--- config.mk ---
export PLATFORM = sky130hd
export DESIGN_NAME = axi4_lite_slave_reg_slice
export DESIGN_NICKNAME = d
export VERILOG_FILES = /design/src/rtl/axi4_lite_pkg.sv /design/src/rtl/axi4_lite_skid_buffer.sv /design/src/rtl/axi4_lite_slave_reg_slice.sv
export SDC_FILE = /design/constraint.sdc
export NUM_CORES = 1
export LEC_CHECK = 0
export CAP_MARGIN = 25
export CORE_AREA = 2 2 150 152
export CTS_BUF_LIST = sky130_fd_sc_hd__clkbuf_8
export DETAILED_ROUTE_END_ITERATION = 7
export DIE_AREA = 0 0 152 154
export PLACE_DENSITY = 0.95
export SLEW_MARGIN = 20
export SYNTH_ARGS = -nofsm -noshare
export SYNTH_HDL_FRONTEND = slang
export SYNTH_SLANG_ARGS = --single-unit
--- constraint.sdc ---
create_clock -name clk -period 13.7 [get_ports clk]
set_clock_uncertainty 0.1 [all_clocks]
set_input_delay 2.74 -clock clk [delete_from_list [all_inputs] [get_ports clk]]
set_output_delay 2.74 -clock clk [all_outputs]
set_load 0.01 [all_outputs]
--- src/rtl/axi4_lite_pkg.sv ---
// Shared AXI4-Lite definitions: response codes, field widths, channel indices
// into the per-channel register mask, and the skid buffer state encoding.
package axi4_lite_pkg;

    localparam int PROT_W = 3;
    localparam int RESP_W = 2;

    typedef enum logic [1:0] {
        OKAY   = 2'b00,
        EXOKAY = 2'b01,
        SLVERR = 2'b10,
        DECERR = 2'b11
    } resp_t;

    // Bit positions inside REG_MASK; bit set = channel is registered.
    localparam int CH_AW  = 0;
    localparam int CH_W   = 1;
    localparam int CH_B   = 2;
    localparam int CH_AR  = 3;
    localparam int CH_R   = 4;
    localparam int NUM_CH = 5;

    // Occupancy of one skid buffer: nothing held, output register only,
    // output register plus skid register.
    typedef enum logic [1:0] {
        SKID_EMPTY = 2'b00,
        SKID_ONE   = 2'b01,
        SKID_FULL  = 2'b10
    } skid_state_t;

endpackage

--- src/rtl/axi4_lite_skid_buffer.sv ---
// Two-entry skid buffer. Breaks the valid/data path and the ready path between
// its two sides while still moving one beat per cycle.
//
// Handshake: a beat moves on a side when its valid and ready are both high at
// a rising clock edge. A producer holds valid and data until that happens;
// in_ready and out_valid here are both flops, so no combinational path runs
// from out_ready to in_ready or from in_valid to out_valid.
module axi4_lite_skid_buffer
    import axi4_lite_pkg::*;
#(
    parameter int WIDTH = 8
) (
    input  logic             clk,
    input  logic             arst_n,
    input  logic             in_valid,
    output logic             in_ready,
    input  logic [WIDTH-1:0] in_data,
    output logic             out_valid,
    input  logic             out_ready,
    output logic [WIDTH-1:0] out_data,
    output skid_state_t      dbg_state
);

    skid_state_t      r_state;
    logic             r_in_ready;
    logic             r_out_valid;
    logic [WIDTH-1:0] r_out_data;
    logic [WIDTH-1:0] r_skid_data;

    logic w_push;
    logic w_pop;
    logic w_load_out_from_in;
    logic w_load_out_from_skid;
    logic w_load_skid;

    assign w_push = in_valid & r_in_ready;
    assign w_pop  = r_out_valid & out_ready;

    // The output register takes a fresh input beat when it is free or being
    // drained in the same cycle; in FULL it refills from the skid register.
    assign w_load_out_from_skid = (r_state == SKID_FULL) & w_pop;
    assign w_load_out_from_in   = w_push &
                                  ((r_state == SKID_EMPTY) |
                                   ((r_state == SKID_ONE) & w_pop));
    assign w_load_skid          = w_push & (r_state == SKID_ONE) & ~w_pop;

    // Occupancy FSM with registered in_ready/out_valid; reset empties the buffer
    // and holds in_ready low until the first edge after release.
    always_ff @(posedge clk or negedge arst_n) begin
        if (!arst_n) begin
            r_state     <= SKID_EMPTY;
            r_in_ready  <= 1'b0;
            r_out_valid <= 1'b0;
        end else begin
            case (r_state)
                SKID_EMPTY: begin
                    r_in_ready <= 1'b1;
                    if (w_push) begin
                        r_state     <= SKID_ONE;
                        r_out_valid <= 1'b1;
                    end
                end
                SKID_ONE: begin
                    if (w_push && !w_pop) begin
                        r_state    <= SKID_FULL;
                        r_in_ready <= 1'b0;
                    end else if (!w_push && w_pop) begin
                        r_state     <= SKID_EMPTY;
                        r_out_valid <= 1'b0;
                    end
                end
                SKID_FULL: begin
                    if (w_pop) begin
                        r_state    <= SKID_ONE;
                        r_in_ready <= 1'b1;
                    end
                end
                default: begin
                    r_state     <= SKID_EMPTY;
                    r_in_ready  <= 1'b0;
                    r_out_valid <= 1'b0;
                end
            endcase
        end
    end

    // Payload registers: no reset, loaded only when a beat moves in or shifts.
    always_ff @(posedge clk) begin
        if (w_load_out_from_skid) begin
            r_out_data <= r_skid_data;
        end else if (w_load_out_from_in) begin
            r_out_data <= in_data;
        end
        if (w_load_skid) begin
            r_skid_data <= in_data;
        end
    end

    assign in_ready  = r_in_ready;
    assign out_valid = r_out_valid;
    assign out_data  = r_out_data;
    assign dbg_state = r_state;

endmodule

--- src/rtl/axi4_lite_slave_reg_slice.sv ---
// AXI4-Lite register slice between a master-side port (s_*) and a slave DUT
// port (m_*). Each of the five channels is either a skid buffer or a plain
// wire, selected by REG_MASK bit order {R,AR,B,W,AW}.
module axi4_lite_slave_reg_slice
    import axi4_lite_pkg::*;
#(
    parameter int         ADDR_WIDTH = 32,
    parameter int         DATA_WIDTH = 32,
    parameter logic [4:0] REG_MASK   = 5'b11111
) (
    input  logic                    clk,
    input  logic                    arst_n,
    // Master-facing side
    input  logic [ADDR_WIDTH-1:0]   s_awaddr,
    input  logic [PROT_W-1:0]       s_awprot,
    input  logic                    s_awvalid,
    output logic                    s_awready,
    input  logic [DATA_WIDTH-1:0]   s_wdata,
    input  logic [DATA_WIDTH/8-1:0] s_wstrb,
    input  logic                    s_wvalid,
    output logic                    s_wready,
    output logic [RESP_W-1:0]       s_bresp,
    output logic                    s_bvalid,
    input  logic                    s_bready,
    input  logic [ADDR_WIDTH-1:0]   s_araddr,
    input  logic [PROT_W-1:0]       s_arprot,
    input  logic                    s_arvalid,
    output logic                    s_arready,
    output logic [DATA_WIDTH-1:0]   s_rdata,
    output logic [RESP_W-1:0]       s_rresp,
    output logic                    s_rvalid,
    input  logic                    s_rready,
    // DUT-facing side
    output logic [ADDR_WIDTH-1:0]   m_awaddr,
    output logic [PROT_W-1:0]       m_awprot,
    output logic                    m_awvalid,
    input  logic                    m_awready,
    output logic [DATA_WIDTH-1:0]   m_wdata,
    output logic [DATA_WIDTH/8-1:0] m_wstrb,
    output logic                    m_wvalid,
    input  logic                    m_wready,
    input  logic [RESP_W-1:0]       m_bresp,
    input  logic                    m_bvalid,
    output logic                    m_bready,
    output logic [ADDR_WIDTH-1:0]   m_araddr,
    output logic [PROT_W-1:0]       m_arprot,
    output logic                    m_arvalid,
    input  logic                    m_arready,
    input  logic [DATA_WIDTH-1:0]   m_rdata,
    input  logic [RESP_W-1:0]       m_rresp,
    input  logic                    m_rvalid,
    output logic                    m_rready,
    // Per-channel skid state, 2 bits each in CH_* order; bypass reads EMPTY
    output logic [2*NUM_CH-1:0]     o_dbg_state
);

    localparam int STRB_W = DATA_WIDTH / 8;
    localparam int AX_W   = ADDR_WIDTH + PROT_W;
    localparam int W_W    = DATA_WIDTH + STRB_W;
    localparam int B_W    = RESP_W;
    localparam int R_W    = DATA_WIDTH + RESP_W;

    // clk/arst_n have no load when every channel is bypassed.
    logic w_unused_ok;
    assign w_unused_ok = &{1'b0, clk, arst_n};

    generate
        // AW: master to DUT, payload {addr,prot}
        if (REG_MASK[CH_AW]) begin : g_aw_reg
            logic [AX_W-1:0] w_out;
            skid_state_t     w_state;
            axi4_lite_skid_buffer #(.WIDTH(AX_W)) u_skid (
                .clk       (clk),
                .arst_n    (arst_n),
                .in_valid  (s_awvalid),
                .in_ready  (s_awready),
                .in_data   ({s_awaddr, s_awprot}),
                .out_valid (m_awvalid),
                .out_ready (m_awready),
                .out_data  (w_out),
                .dbg_state (w_state)
            );
            assign {m_awaddr, m_awprot}         = w_out;
            assign o_dbg_state[2*CH_AW +: 2]    = w_state;
        end else begin : g_aw_byp
            assign m_awaddr                     = s_awaddr;
            assign m_awprot                     = s_awprot;
            assign m_awvalid                    = s_awvalid;
            assign s_awready                    = m_awready;
            assign o_dbg_state[2*CH_AW +: 2]    = SKID_EMPTY;
        end

        // W: master to DUT, payload {data,strb}
        if (REG_MASK[CH_W]) begin : g_w_reg
            logic [W_W-1:0] w_out;
            skid_state_t    w_state;
            axi4_lite_skid_buffer #(.WIDTH(W_W)) u_skid (
                .clk       (clk),
                .arst_n    (arst_n),
                .in_valid  (s_wvalid),
                .in_ready  (s_wready),
                .in_data   ({s_wdata, s_wstrb}),
                .out_valid (m_wvalid),
                .out_ready (m_wready),
                .out_data  (w_out),
                .dbg_state (w_state)
            );
            assign {m_wdata, m_wstrb}           = w_out;
            assign o_dbg_state[2*CH_W +: 2]     = w_state;
        end else begin : g_w_byp
            assign m_wdata                      = s_wdata;
            assign m_wstrb                      = s_wstrb;
            assign m_wvalid                     = s_wvalid;
            assign s_wready                     = m_wready;
            assign o_dbg_state[2*CH_W +: 2]     = SKID_EMPTY;
        end

        // B: DUT to master, payload {resp}
        if (REG_MASK[CH_B]) begin : g_b_reg
            logic [B_W-1:0] w_out;
            skid_state_t    w_state;
            axi4_lite_skid_buffer #(.WIDTH(B_W)) u_skid (
                .clk       (clk),
                .arst_n    (arst_n),
                .in_valid  (m_bvalid),
                .in_ready  (m_bready),
                .in_data   (m_bresp),
                .out_valid (s_bvalid),
                .out_ready (s_bready),
                .out_data  (w_out),
                .dbg_state (w_state)
            );
            assign s_bresp                      = w_out;
            assign o_dbg_state[2*CH_B +: 2]     = w_state;
        end else begin : g_b_byp
            assign s_bresp                      = m_bresp;
            assign s_bvalid                     = m_bvalid;
            assign m_bready                     = s_bready;
            assign o_dbg_state[2*CH_B +: 2]     = SKID_EMPTY;
        end

        // AR: master to DUT, payload {addr,prot}
        if (REG_MASK[CH_AR]) begin : g_ar_reg
            logic [AX_W-1:0] w_out;
            skid_state_t     w_state;
            axi4_lite_skid_buffer #(.WIDTH(AX_W)) u_skid (
                .clk       (clk),
                .arst_n    (arst_n),
                .in_valid  (s_arvalid),
                .in_ready  (s_arready),
                .in_data   ({s_araddr, s_arprot}),
                .out_valid (m_arvalid),
                .out_ready (m_arready),
                .out_data  (w_out),
                .dbg_state (w_state)
            );
            assign {m_araddr, m_arprot}         = w_out;
            assign o_dbg_state[2*CH_AR +: 2]    = w_state;
        end else begin : g_ar_byp
            assign m_araddr                     = s_araddr;
            assign m_arprot                     = s_arprot;
            assign m_arvalid                    = s_arvalid;
            assign s_arready                    = m_arready;
            assign o_dbg_state[2*CH_AR +: 2]    = SKID_EMPTY;
        end

        // R: DUT to master, payload {data,resp}
        if (REG_MASK[CH_R]) begin : g_r_reg
            logic [R_W-1:0] w_out;
            skid_state_t    w_state;
            axi4_lite_skid_buffer #(.WIDTH(R_W)) u_skid (
                .clk       (clk),
                .arst_n    (arst_n),
                .in_valid  (m_rvalid),
                .in_ready  (m_rready),
                .in_data   ({m_rdata, m_rresp}),
                .out_valid (s_rvalid),
                .out_ready (s_rready),
                .out_data  (w_out),
                .dbg_state (w_state)
            );
            assign {s_rdata, s_rresp}           = w_out;
            assign o_dbg_state[2*CH_R +: 2]     = w_state;
        end else begin : g_r_byp
            assign s_rdata                      = m_rdata;
            assign s_rresp                      = m_rresp;
            assign s_rvalid                     = m_rvalid;
            assign m_rready                     = s_rready;
            assign o_dbg_state[2*CH_R +: 2]     = SKID_EMPTY;
        end
    endgenerate

endmodule

* Yosys cells after proc, flatten, opt, wreduce, memory -nomap -nowiden
Index checks and enable logic that the tools add are counted.
** Storage, ports and cells
- Register bits :: 304
- Latch bits :: 0
- Memory bits (writable) :: 0
- Memory bits (read-only) :: 0
- Bits of input ports :: 154
- Output and inout bits :: 162
- Word-level logic and storage cells :: 230
- Memories :: 0
** Cells by class
- $add $sub $neg :: 0
- Multiply operators :: 0
- Divide/modulo/power cells :: 0
- $lt $le $gt $ge :: 0
- Eq/ne operators :: 40
- Shifts and indexed selects :: 0
- Mux-type cells :: 70
- Bitwise operators :: 50
- Reduce and logical (&&, ||, !) cells :: 45
** Operators by type and width (count)
- $mux 35 :: 4
- $mux 36 :: 2
- $mux 34 :: 2
- $mux 2 :: 22
- $and 1x1->1 :: 35
- $ne 2x2->1 const B :: 15
- $pmux 1 s3 :: 10
- $pmux 2 s3 :: 5
- $mux 1 :: 25
- $ne 2x1->1 const B :: 10
- $reduce_and 4->1 :: 5
- $ne 3x3->1 const B :: 5
- $reduce_and 3->1 :: 5
- $eq 2x1->1 const B :: 5
- $eq 2x2->1 const B :: 5
- $logic_and 1x1->1 :: 10
- $logic_not 1->1 :: 10
- $logic_not 2->1 :: 5
- $not 1->1 :: 10
- $reduce_and 2->1 :: 5
- $reduce_bool 2->1 :: 5
- $or 1x1->1 :: 5

* Depth between registers and ports, before layout
Gate-level depths: netlist (run 1).
- Word-level depth :: 6
- Mapped depth :: 7
- Gate-level depth less buffers :: 6

* Cells and area by module
A second synthesis (run 1) with hierarchy kept.
** Second synthesis, totals
- Cell total of the unflattened synthesis :: 574
- Area total of the unflattened synthesis :: 11980.2 um^2
** By module, submodules not included
- axi4_lite_skid_buffer (g_ar_reg.u_skid ...) :: times used 2, cells each 136, area an instance 2892.8 um^2, seq. area each 2202.1 um^2
- axi4_lite_skid_buffer (g_w_reg.u_skid) :: times used 1, cells each 138, area an instance 2979.1 um^2, seq. area each 2262.2 um^2
- axi4_lite_skid_buffer (g_r_reg.u_skid) :: times used 1, cells each 133, area an instance 2821.5 um^2, seq. area each 2142.1 um^2
- axi4_lite_skid_buffer (g_b_reg.u_skid) :: times used 1, cells each 31, area an instance 394.1 um^2, seq. area each 220.2 um^2

* Least setup slack after synthesis (run 1)
No wires, ideal clock.
- Kind :: input to register
- Start :: in m_arready
- End :: reg g_ar_reg.u_skid.r_skid_data[0], enable pin
- Setup time :: 0.515 ns
- Data arrival time :: 6.386 ns
- Required time :: 13.085 ns
- Setup slack :: 6.699 ns
- Stages :: 3
- Buffers on the path :: 1
- Cells stage by stage :: and2_1 -> buf_2 -> nor4_1
** Between the ends
- Longest elaborated chain between the ends :: 3
** RTL lines
- start: declaration :: RTL line axi4_lite_slave_reg_slice.sv:48 : input logic m_arready,
- $and 1x1->1 :: RTL line axi4_lite_skid_buffer.sv:37 : assign w_pop = r_out_valid & out_ready;
- $not 1->1 :: RTL line axi4_lite_skid_buffer.sv:45 : assign w_load_skid = w_push & (r_state == SKID_ONE) & ~w_pop;
- $and 1x1->1 :: RTL line axi4_lite_skid_buffer.sv:45
- net g_ar_reg.u_skid.w_load_skid :: RTL line axi4_lite_skid_buffer.sv:34 : logic w_load_skid;
- end signal: assignment :: RTL line axi4_lite_skid_buffer.sv:95 : r_skid_data <= in_data;
- end: declaration :: RTL line axi4_lite_skid_buffer.sv:28 : logic [WIDTH-1:0] r_skid_data;
The timed path passes the listed nets, and every way through them passes these cells.
A chain may end at the register's enable or synchronous reset.

* Final worst setup path (run 1)
- Start :: in m_arready
- End :: reg g_ar_reg.u_skid.r_out_data[31], in the netlist g_ar_reg.u_skid.out_data[31], enable pin
** Between the ends
- Longest elaborated chain between the ends :: 5
- Elaborated cells between the ends (all ways) :: 6
- Classes of those cells :: 5 x bitwise; 1 x reduce/logical
** RTL lines
- $and 1x1->1 (*) :: RTL line axi4_lite_skid_buffer.sv:37
- $and 1x1->1 :: RTL line axi4_lite_skid_buffer.sv:44 : ((r_state == SKID_ONE) & w_pop));
- $or 1x1->1 :: RTL line axi4_lite_skid_buffer.sv:43 : ((r_state == SKID_EMPTY) |
- $and 1x1->1 :: RTL line axi4_lite_skid_buffer.sv:42 : assign w_load_out_from_in = w_push &
- $reduce_bool 2->1 (no source line) (*)
- end signal: assignment :: RTL line axi4_lite_skid_buffer.sv:90 : r_out_data <= r_skid_data;
- end signal: assignment :: RTL line axi4_lite_skid_buffer.sv:92 : r_out_data <= in_data;
- end: declaration :: RTL line axi4_lite_skid_buffer.sv:27 : logic [WIDTH-1:0] r_out_data;
Every way passes the cells marked *; elsewhere a longest branch is shown, timed or not.

==> results of run 1 <==
flip-flops by register name (all words and copies together) (netlist names), 34 cells and up:
register                     count
g_ar_reg.u_skid.r_skid_data     35
g_w_reg.u_skid.r_skid_data      36
g_ar_reg.u_skid.out_data        35
g_r_reg.u_skid.out_data         34
g_aw_reg.u_skid.r_skid_data     35
g_r_reg.u_skid.r_skid_data      34
g_aw_reg.u_skid.out_data        35
g_w_reg.u_skid.out_data         36
how the worst max path moves through the flow:
stage	startpoint	end	cells past startpoint
floorplan	m_arready	g_ar_reg.u_skid.r_skid_data[0]	3
global placement	m_arready	g_ar_reg.u_skid.out_data[13]	5
detailed placement	m_arready	g_ar_reg.u_skid.out_data[13]	5
CTS	m_arready	g_ar_reg.u_skid.out_data[22]	5
global route	m_arready	g_ar_reg.u_skid.out_data[31]	5
finish	m_arready	g_ar_reg.u_skid.out_data[31]	5
cell families after synthesis:
logic type | count (synthesis) | synth area share [%]
AO/OA/AOI/OAI | 45 | 2.397
multiplexers | 142 | 14.77
flip-flops | 304 | 77.93
buffers and inverters | 31 | 1.706
AND/OR/NAND/NOR | 53 | 2.548
adder cells (fa/ha/maj) | 6 | 0.6479
worst reg2reg max path, delay by kind of cell (launching register included):
kind,cells,cell delay [ns]
AND/OR/NAND/NOR,3,1.57
buffers and inverters,1,0.44
flip-flops,1,0.40
report_power, final:
group	internal (W)	switching [W]
sequential	0.00109	0.0000197
clock	0.000349	0.000333
combinational	0.000150	0.000111
stage by stage:
step / power (W) / util, % / hold slack, ns / worst slack, ns
after detailed placement: 0.001378 / 69.41 / 0.4332 / 8.047
after floorplan: 0.001228 / - / 0.4246 / 6.699
after CTS: 0.002058 / 73.38 / 0.4430 / 8.584
final: 0.002049 / 73.50 / 0.4373 / 8.587
after global placement: 0.001366 / 69.34 / 0.4271 / 8.157
after global routing: 0.002124 / 73.50 / 0.4560 / 8.439
layout make-up:
type | instances | area share, %
Clock inverter | 35 | 0.9026
Sequential cell | 304 | 56.64
Timing Repair Buffer | 326 | 20.47
Inverter | 13 | 0.3218
Multi-Input combinational cell | 246 | 14.98
Clock buffer | 52 | 4.489
Tap cell | 280 | 2.198
per-layer routing:
metal | vias up | share of wire [%]
met4 | 0 | 2.7
met5 | - | 0
met3 | 56 | 7.5
li1 | 2999 | -
met2 | 316 | 53
met1 | 3272 | 37
cell usage in the layout, fill, tap and decap left out, types with 3 or more instances in the layout:
cell               n
clkdlybuf4s50_1  314
buf_4              9
mux2_2           112
clkinv_2           7
a21oi_1            9
nand3b_1           5
nor2_1             4
nand3_1            3
mux2_4            30
o21a_1             4
a22oi_1            3
ha_1               6
dfrtp_1           20
inv_1             32
and3b_1            4
clkbuf_8          52
clkinv_1           7
o2bb2ai_1          4
nand2_1           18
and2_1             4
edfxtp_1         284
o21ai_0           18
nor2b_1            4
==> flow_summary.ini, run 1 <==
[logic_synthesis]
synthArstFlopShare_pct = 6.579
synth_edf_count = 284
syn_area_per_cell_um2 = 19.94
yosys-top-cells-count = edfxtp_1, mux2_2, mux2_4
yosysSeqAreaShare_pct = 77.93
ys_ff_latch = 304
synthFlopType = edfxtp_1
yosysMostFrequentCell = edfxtp_1
synthesis.nets = 741
synth_area_leaders = edfxtp_1, mux2_2, dfrtp_1
synth_warnings = 0
synth_top_area_share_pct = 73.61
yosysUniqueCellTypes = 35
postSynthCellCount = 581
syn-cell-area_mm2 = 0.01159
yosysTopAreaCell = edfxtp_1

[global_route]
antenna_found_initial = 0
grt_max_degree = 38
gr-total-overflow = 0
busiest_layer = met2
gr-usage-met3_pct = 6.595
grt_pass1_vias = 7060
met2_usage_pct = 38.85
grt_use_total_pct = 21.60
grt_pass1_wl_um = 39410
grt_use_met1_pct = 24.57

[drt]
vias = 6643
dr.pass1.iters = 7
route.detailed.drc = 0
drtAntennaViolNets = 0
avgViaCountPerCell = 5.289
totalWireLength_um = 26060
routedWlPerCell_um = 20.75
drtIter0Drc = 388

[final_layout]
layout-drive-gt1-share_pct = 22.85
antennaDiodeCount = 0
final_cell_area_mm2 = 0.01594
final_cells = 1256
num-fill-cells = 1225
synthToLayoutAreaGrowth_pct = 37.59
multi_input_area_mm2 = 0.002389
regArea_mm2 = 0.009029
final_nets = 1099

[worst_setup_path]
rr_startpoint = g_ar_reg.u_skid.out_valid
worst-r2r-cell-count = 4
end_kind = register
cp_top_family = simple AND/OR/NAND/NOR gates
crit_fanout = 37
slowest_stage = nand3_2
cp.arrival_ns = 5.20
cp-start-kind = input port
max_stage_delay_ns = 0.74
crit_chain = clkdlybuf4s50_1 > and2_1 > nand3_2 > nand2_1 > buf_4
cp_num_buf_inv = 2
cp.required_ns = 13.79
r2r_setup_slack_ns = 10.86
rr_endpoint = g_ar_reg.u_skid.out_data[31]
worstSetupPathType = input port to register

[placed_design]
gp_congestion = 0.8358
dp_hpwl_um = 17450
portBuffers = 315
placedCellCount = 1168
placedInstanceArea_mm2 = 0.01505

[floorplan]
die_y_um = 154
ios = 316
rows = 54
start_util_pct = 53.42
die_area_mm2 = 0.02341
core_area_mm2 = 0.02169
fp.dieW_um = 152

[power]
powerDensity_mw_per_mm2 = 128.5
peakVddDrop_uv = 108.1
leakagePower_nw = 5.730

[timing]
finalMaxSlewViolations = 0
tightest_slew_ns = 0.9276
setup_violations = 0
rsz0062_at_grt = no
max_freq_mhz = 195.6
fin_tns_setup_ns = 0
slew_headroom_pct = 38.09
finalHoldViolCount = 0
layout_min_cycle_time_ns = 5.113
finalCritPeriodShare_pct = 37.32

[hold_path]
hold_depth = 1
worstHoldStart = g_r_reg.u_skid.r_skid_data[31]
min_path_type = register to register
min_to = g_r_reg.u_skid.out_data[31]

[clock_network]
path_clk_slew_ns = 0.06
clkLatencyLatePin_ns = 0.54
post_cts_buffers = 0
h-tree-depth = 2
post_cts_resized = 0
cts_buffers = 48
holdBufCountCts = 0
cts.path.max_buffers = 3
cts_root_buf = clkbuf_8
tritoncts = built
clkSinkCount = 304

[status]
status = finished, final reports clean

[flow_run]
max_cap_violations = 0
Note: power is estimated with default switching activity, not from simulation.
==> run 2: changes to the inputs <==
CORE_AREA = 2 2 164 166   (was 2 2 150 152)
DIE_AREA = 0 0 166 168   (was 0 0 152 154)
PLACE_DENSITY = 0.89   (was 0.95)
clock period = 4.6 ns   (was 13.7 ns; I/O delays follow)
==> run 2 against run 1 <==
Via count shrank 1.7%. Sequential cell count is the same. Global-route usage shrank 4.0 points. Sequential power grew to 3.0 times the previous value. Wire length shrank 3.5%. Power grew to 3.0 times the previous value. Utilization shrank 13 points. Highest routed layer unchanged.
==> flow_summary.ini, run 2 (synthesis gave the netlist of run 1 again) <==
[placed_design]
dp_hpwl_um = 17400
portBuffers = 315
placedInstanceArea_mm2 = 0.01517
gp_congestion = 0.7841

[clock_network]
tritoncts = built
cts.path.max_buffers = 3
cts_root_buf = clkbuf_8
cts_buffers = 48
post_cts_resized = 0
clkSinkCount = 304
h-tree-depth = 2
holdBufCountCts = 0
clkLatencyLatePin_ns = 0.53
post_cts_buffers = 0
path_clk_slew_ns = 0.06

[drt]
totalWireLength_um = 25160
dr.pass1.iters = 4
routedWlPerCell_um = 19.12
drtAntennaViolNets = 0
avgViaCountPerCell = 4.962
vias = 6530
route.detailed.drc = 0
drtIter0Drc = 443

[timing]
rsz0062_at_grt = no
fin_tns_setup_ns = 0
finalCritPeriodShare_pct = 59.62
slew_headroom_pct = 32.78
max_freq_mhz = 364.6
finalMaxSlewViolations = 0
tightest_slew_ns = 1.003
timing.hold.ws_ns = 0.4397
setup_violations = 0
layout_min_cycle_time_ns = 2.743
finalHoldViolCount = 0

[final_layout]
final_cell_area_mm2 = 0.01601
num-fill-cells = 1883
final_cell_mix = clkdlybuf4s50_1, edfxtp_1, mux2_2
final_nets = 1100
layout-drive-gt1-share_pct = 22.38
synthToLayoutAreaGrowth_pct = 38.19
layout_commonest_cell = clkdlybuf4s50_1

[worst_setup_path]
cp.required_ns = 3.58
max_stage_delay_ns = 0.64
cp-start-kind = register
cp.depth = 1
crit_fanout = 8
crit_start = g_r_reg.u_skid.dbg_state[1]
end_kind = output pin
worstSetupPathType = register to output pin
crit_chain = clkdlybuf4s50_1
r2r_setup_slack_ns = 2.30
crit_end = o_dbg_state[9]
rr_startpoint = g_aw_reg.u_skid.out_valid
cp_top_family = buffers and inverters
cp.arrival_ns = 1.72
rr_endpoint = g_aw_reg.u_skid.r_skid_data[7]
cp_num_buf_inv = 1
slowest_stage = clkdlybuf4s50_1
worst-r2r-cell-count = 3

[floorplan]
core_area_mm2 = 0.02635
die_y_um = 168
rows = 60
die_area_mm2 = 0.02789
start_util_pct = 43.97
fp.dieW_um = 166
ios = 316

[global_route]
antenna_found_initial = 1
grt_use_total_pct = 17.60
gr-total-overflow = 0
grt_max_degree = 39
grt_pass1_vias = 7018
grt_pass1_wl_um = 38740

[hold_path]
min_path_type = register to register

[status]
status = finished, final reports clean

[flow_run]
max_cap_violations = 0

[power]
peakVddDrop_uv = 333.7
leakagePower_nw = 5.691
powerDensity_mw_per_mm2 = 379.4
==> run 2: changes by cell type in the layout (fill, tap and decap cells not counted), moves of 2 or more <==
cell,delta
nor4_2,-2
clkinv_1,+8
inv_1,-5
clkinv_2,-3
nor4_4,+2
buf_4,+2
clkbuf_8,-3
==> run 2: per-layer routing <==
layer | track usage (%) | vias up | share of wire (%)
met3 | 6.864 | 51 | 9.4
met4 | 5.066 | 0 | 1.9
met1 | 21.12 | 3192 | 40
li1 | - | 2995 | -
met5 | 0 | - | 0
met2 | 29.70 | 292 | 49
==> run 2: through the flow <==
| step | worst slack (ns) | total power [W] | utilization (%) | cells |
|---|---|---|---|---|
| final | 1.857 | 0.006074 | 60.76 | 1316 |
| after global routing | 1.761 | 0.006312 | 60.75 | 1315 |
| after CTS | 1.816 | 0.006143 | 60.74 | 1315 |
| after detailed placement | 1.243 | 0.004110 | 57.56 | 1231 |
| after global placement | 1.303 | 0.004077 | 57.51 | 1230 |
| after floorplan | 0.4223 | 0.003657 | - | 581 |
==> run 2: where the power goes <==
part,internal [W],switching (W),total (W)
registers,0.00324,0.0000672,0.00331
clock network,0.00104,0.000984,0.00202
logic,0.000423,0.000322,0.000746
==> run 2: worst min-delay path by stage <==
stage | depth (start not counted) | endpoint | start | slack [ns]
floorplan | 1 | g_aw_reg.u_skid.out_data[0] | g_aw_reg.u_skid.r_skid_data[0] | 0.42
global placement | 1 | g_ar_reg.u_skid.out_data[27] | g_ar_reg.u_skid.r_skid_data[27] | 0.43
CTS | 1 | g_aw_reg.u_skid.out_data[27] | g_aw_reg.u_skid.r_skid_data[27] | 0.45
detailed placement | 1 | g_r_reg.u_skid.out_data[21] | g_r_reg.u_skid.r_skid_data[21] | 0.43
finish | 1 | g_w_reg.u_skid.out_data[27] | g_w_reg.u_skid.r_skid_data[27] | 0.44
global route | 1 | g_aw_reg.u_skid.out_data[27] | g_aw_reg.u_skid.r_skid_data[27] | 0.44
==> run 2: layout make-up <==
class                      count  area [µm²]  area share [%]
clock inverter                35       162.7           1.016
antenna                        1       2.502         0.01563
sequential                   304        9029           56.39
clock buffer                  49       674.4           4.212
multi-input combinational    246        2414           15.07
tap                          341       426.7           2.665
inverter                      13       51.30          0.3204
timing repair buffer         327        3251           20.30
==> run 3: changes to the inputs <==
clock period = 2.3 ns   (was 4.6 ns; I/O delays follow)
==> run 3 against run 2 <==
Die area stayed put. Sequential share of layout area is 0.93 points lower. Combinational power is 120% higher.
==> flow_summary.ini, run 3 (synthesis gave the netlist of run 1 again) <==
[final_layout]
layout_commonest_cell = clkdlybuf4s50_1
antennaDiodeCount = 0
final_nets = 1113
regArea_mm2 = 0.009035
synthToLayoutAreaGrowth_pct = 40.60
num-fill-cells = 1820
multi_input_area_mm2 = 0.002430
final_cell_mix = clkdlybuf4s50_1, edfxtp_1, mux2_2
layout-drive-gt1-share_pct = 24.77
final_cell_area_mm2 = 0.01629
final_cells = 1330

[timing]
rsz0062_at_grt = no
layout_min_cycle_time_ns = 2.199
slew_headroom_pct = 70.30
setup_slack_ns = 0.1012
max_freq_mhz = 454.8
fin_tns_setup_ns = 0
finalCritPeriodShare_pct = 95.60
finalMaxSlewViolations = 0
finalHoldViolCount = 0
setup_violations = 0
tightest_slew_ns = 0.4415

[floorplan]
rows = 60
die_y_um = 168
start_util_pct = 43.97
fp.dieW_um = 166
core_area_mm2 = 0.02635
ios = 316
die_area_mm2 = 0.02789

[clock_network]
h-tree-depth = 2
cts_buffers = 47
clkSinkCount = 304
tritoncts = built
path_clk_slew_ns = 0.06
cts.path.max_buffers = 3
post_cts_buffers = 0
clkLatencyLatePin_ns = 0.56
cts_root_buf = clkbuf_8

[drt]
routedWlPerCell_um = 18.91
totalWireLength_um = 25150
dr.pass1.iters = 4
drtIter0Drc = 547
vias = 6573
drtAntennaViolNets = 0
avgViaCountPerCell = 4.942
route.detailed.drc = 0

[hold_path]
min_path_type = input port to asynchronous set/reset pin

[worst_setup_path]
crit_end = o_dbg_state[1]
cp_top_family = buffers and inverters
rr_startpoint = g_aw_reg.u_skid.out_valid
rr_endpoint = g_aw_reg.u_skid.out_data[6]
worstSetupPathType = register to output pin
cp.depth = 1
cp.arrival_ns = 1.64
r2r_setup_slack_ns = 0.44
worst-r2r-cell-count = 5
cp-start-kind = register
crit_fanout = 7
cp.required_ns = 1.74
crit_start = g_aw_reg.u_skid.dbg_state[1]
end_kind = output pin
slowest_stage = clkdlybuf4s50_1
max_stage_delay_ns = 0.64
cp_num_buf_inv = 1
crit_chain = clkdlybuf4s50_1

[placed_design]
portBuffers = 315
placedCellCount = 1245
placedInstanceArea_mm2 = 0.01545
gp_congestion = 0.7828
post-place-ws_ns = -0.1043
dp_hpwl_um = 17760

[global_route]
grt_pass1_wl_um = 39280
grt_max_degree = 37
antenna_found_initial = 0
grt_use_total_pct = 17.72
grt_pass1_vias = 7192
gr-total-overflow = 0

[power]
finalPower_w = 0.01225
leakagePower_nw = 5.818
powerDensity_mw_per_mm2 = 752.1
peakVddDrop_uv = 592.3

[flow_run]
max_cap_violations = 0

[status]
status = finished, final reports clean
==> run 3: cell count changes in the layout (fill, tap and decap cells not counted), sizes merged <==
cell / before / now
buf: 12 / 26
clkbuf: 49 / 47
clkdlybuf4s50: 315 / 314
clkinv: 19 / 18
clkinvlp: 0 / 3
diode: 1 / 0
dlymetal6s2s: 0 / 1
inv: 28 / 29
==> run 3: power breakdown <==
part / switching (W) / internal [W]
Combinational: 0.000661 / 0.000948
Sequential: 0.000127 / 0.00647
Clock: 0.00203 / 0.00202
Total: 0.00281 / 0.00944
==> run 3: worst min-delay path by stage <==
stage	endpoint	startpoint	slack [ns]
finish	g_b_reg.u_skid.in_ready	arst_n	0.17
global placement	g_r_reg.u_skid.out_valid	g_r_reg.u_skid.dbg_state[0]	0.41
global route	g_b_reg.u_skid.in_ready	arst_n	0.15
detailed placement	g_ar_reg.u_skid.out_valid	g_ar_reg.u_skid.dbg_state[0]	0.43
floorplan	g_ar_reg.u_skid.dbg_state[0]	arst_n	0.06
CTS	g_b_reg.u_skid.in_ready	arst_n	0.13
==> run 3: cell type report <==
| cell class | instances | share of cell area [%] |
|---|---|---|
| repair buffers | 341 | 21.57 |
| well taps | 341 | 2.619 |
| flip-flops and latches | 304 | 55.46 |
| clock buffers | 47 | 3.971 |
| multi-input cells | 246 | 14.92 |
| inverters | 13 | 0.3149 |
| clock inverters | 38 | 1.152 |
==> run 3: routing by layer <==
metal  vias to the layer above  GRT usage, %  part of all wire [%]
met5                         -             0                     0
met3                        49         7.405                   9.8
met2                       284         29.44                    49
li1                       3022             -                     -
met4                         0         5.898                   2.5
met1                      3218         20.98                    39
==> run 3: through the flow <==
stage                     utilization [%]  hold WS [ns]
after floorplan                         -       0.06441
after global placement              58.63        0.4087
after detailed placement            58.63        0.4298
after CTS                           61.81        0.1293
after global routing                61.82        0.1536
final                               61.82        0.1652
==> run 3: repair_timing <==
| action | 4_1_cts | 5_1_grt |
|---|---|---|
| gates cloned | 0 | 0 |
| hold buffers | 0 | 0 |
| gates resized for setup | 2 | 2 |
| setup endpoints to repair | 2 | 2 |
| pin swaps | 0 | 0 |
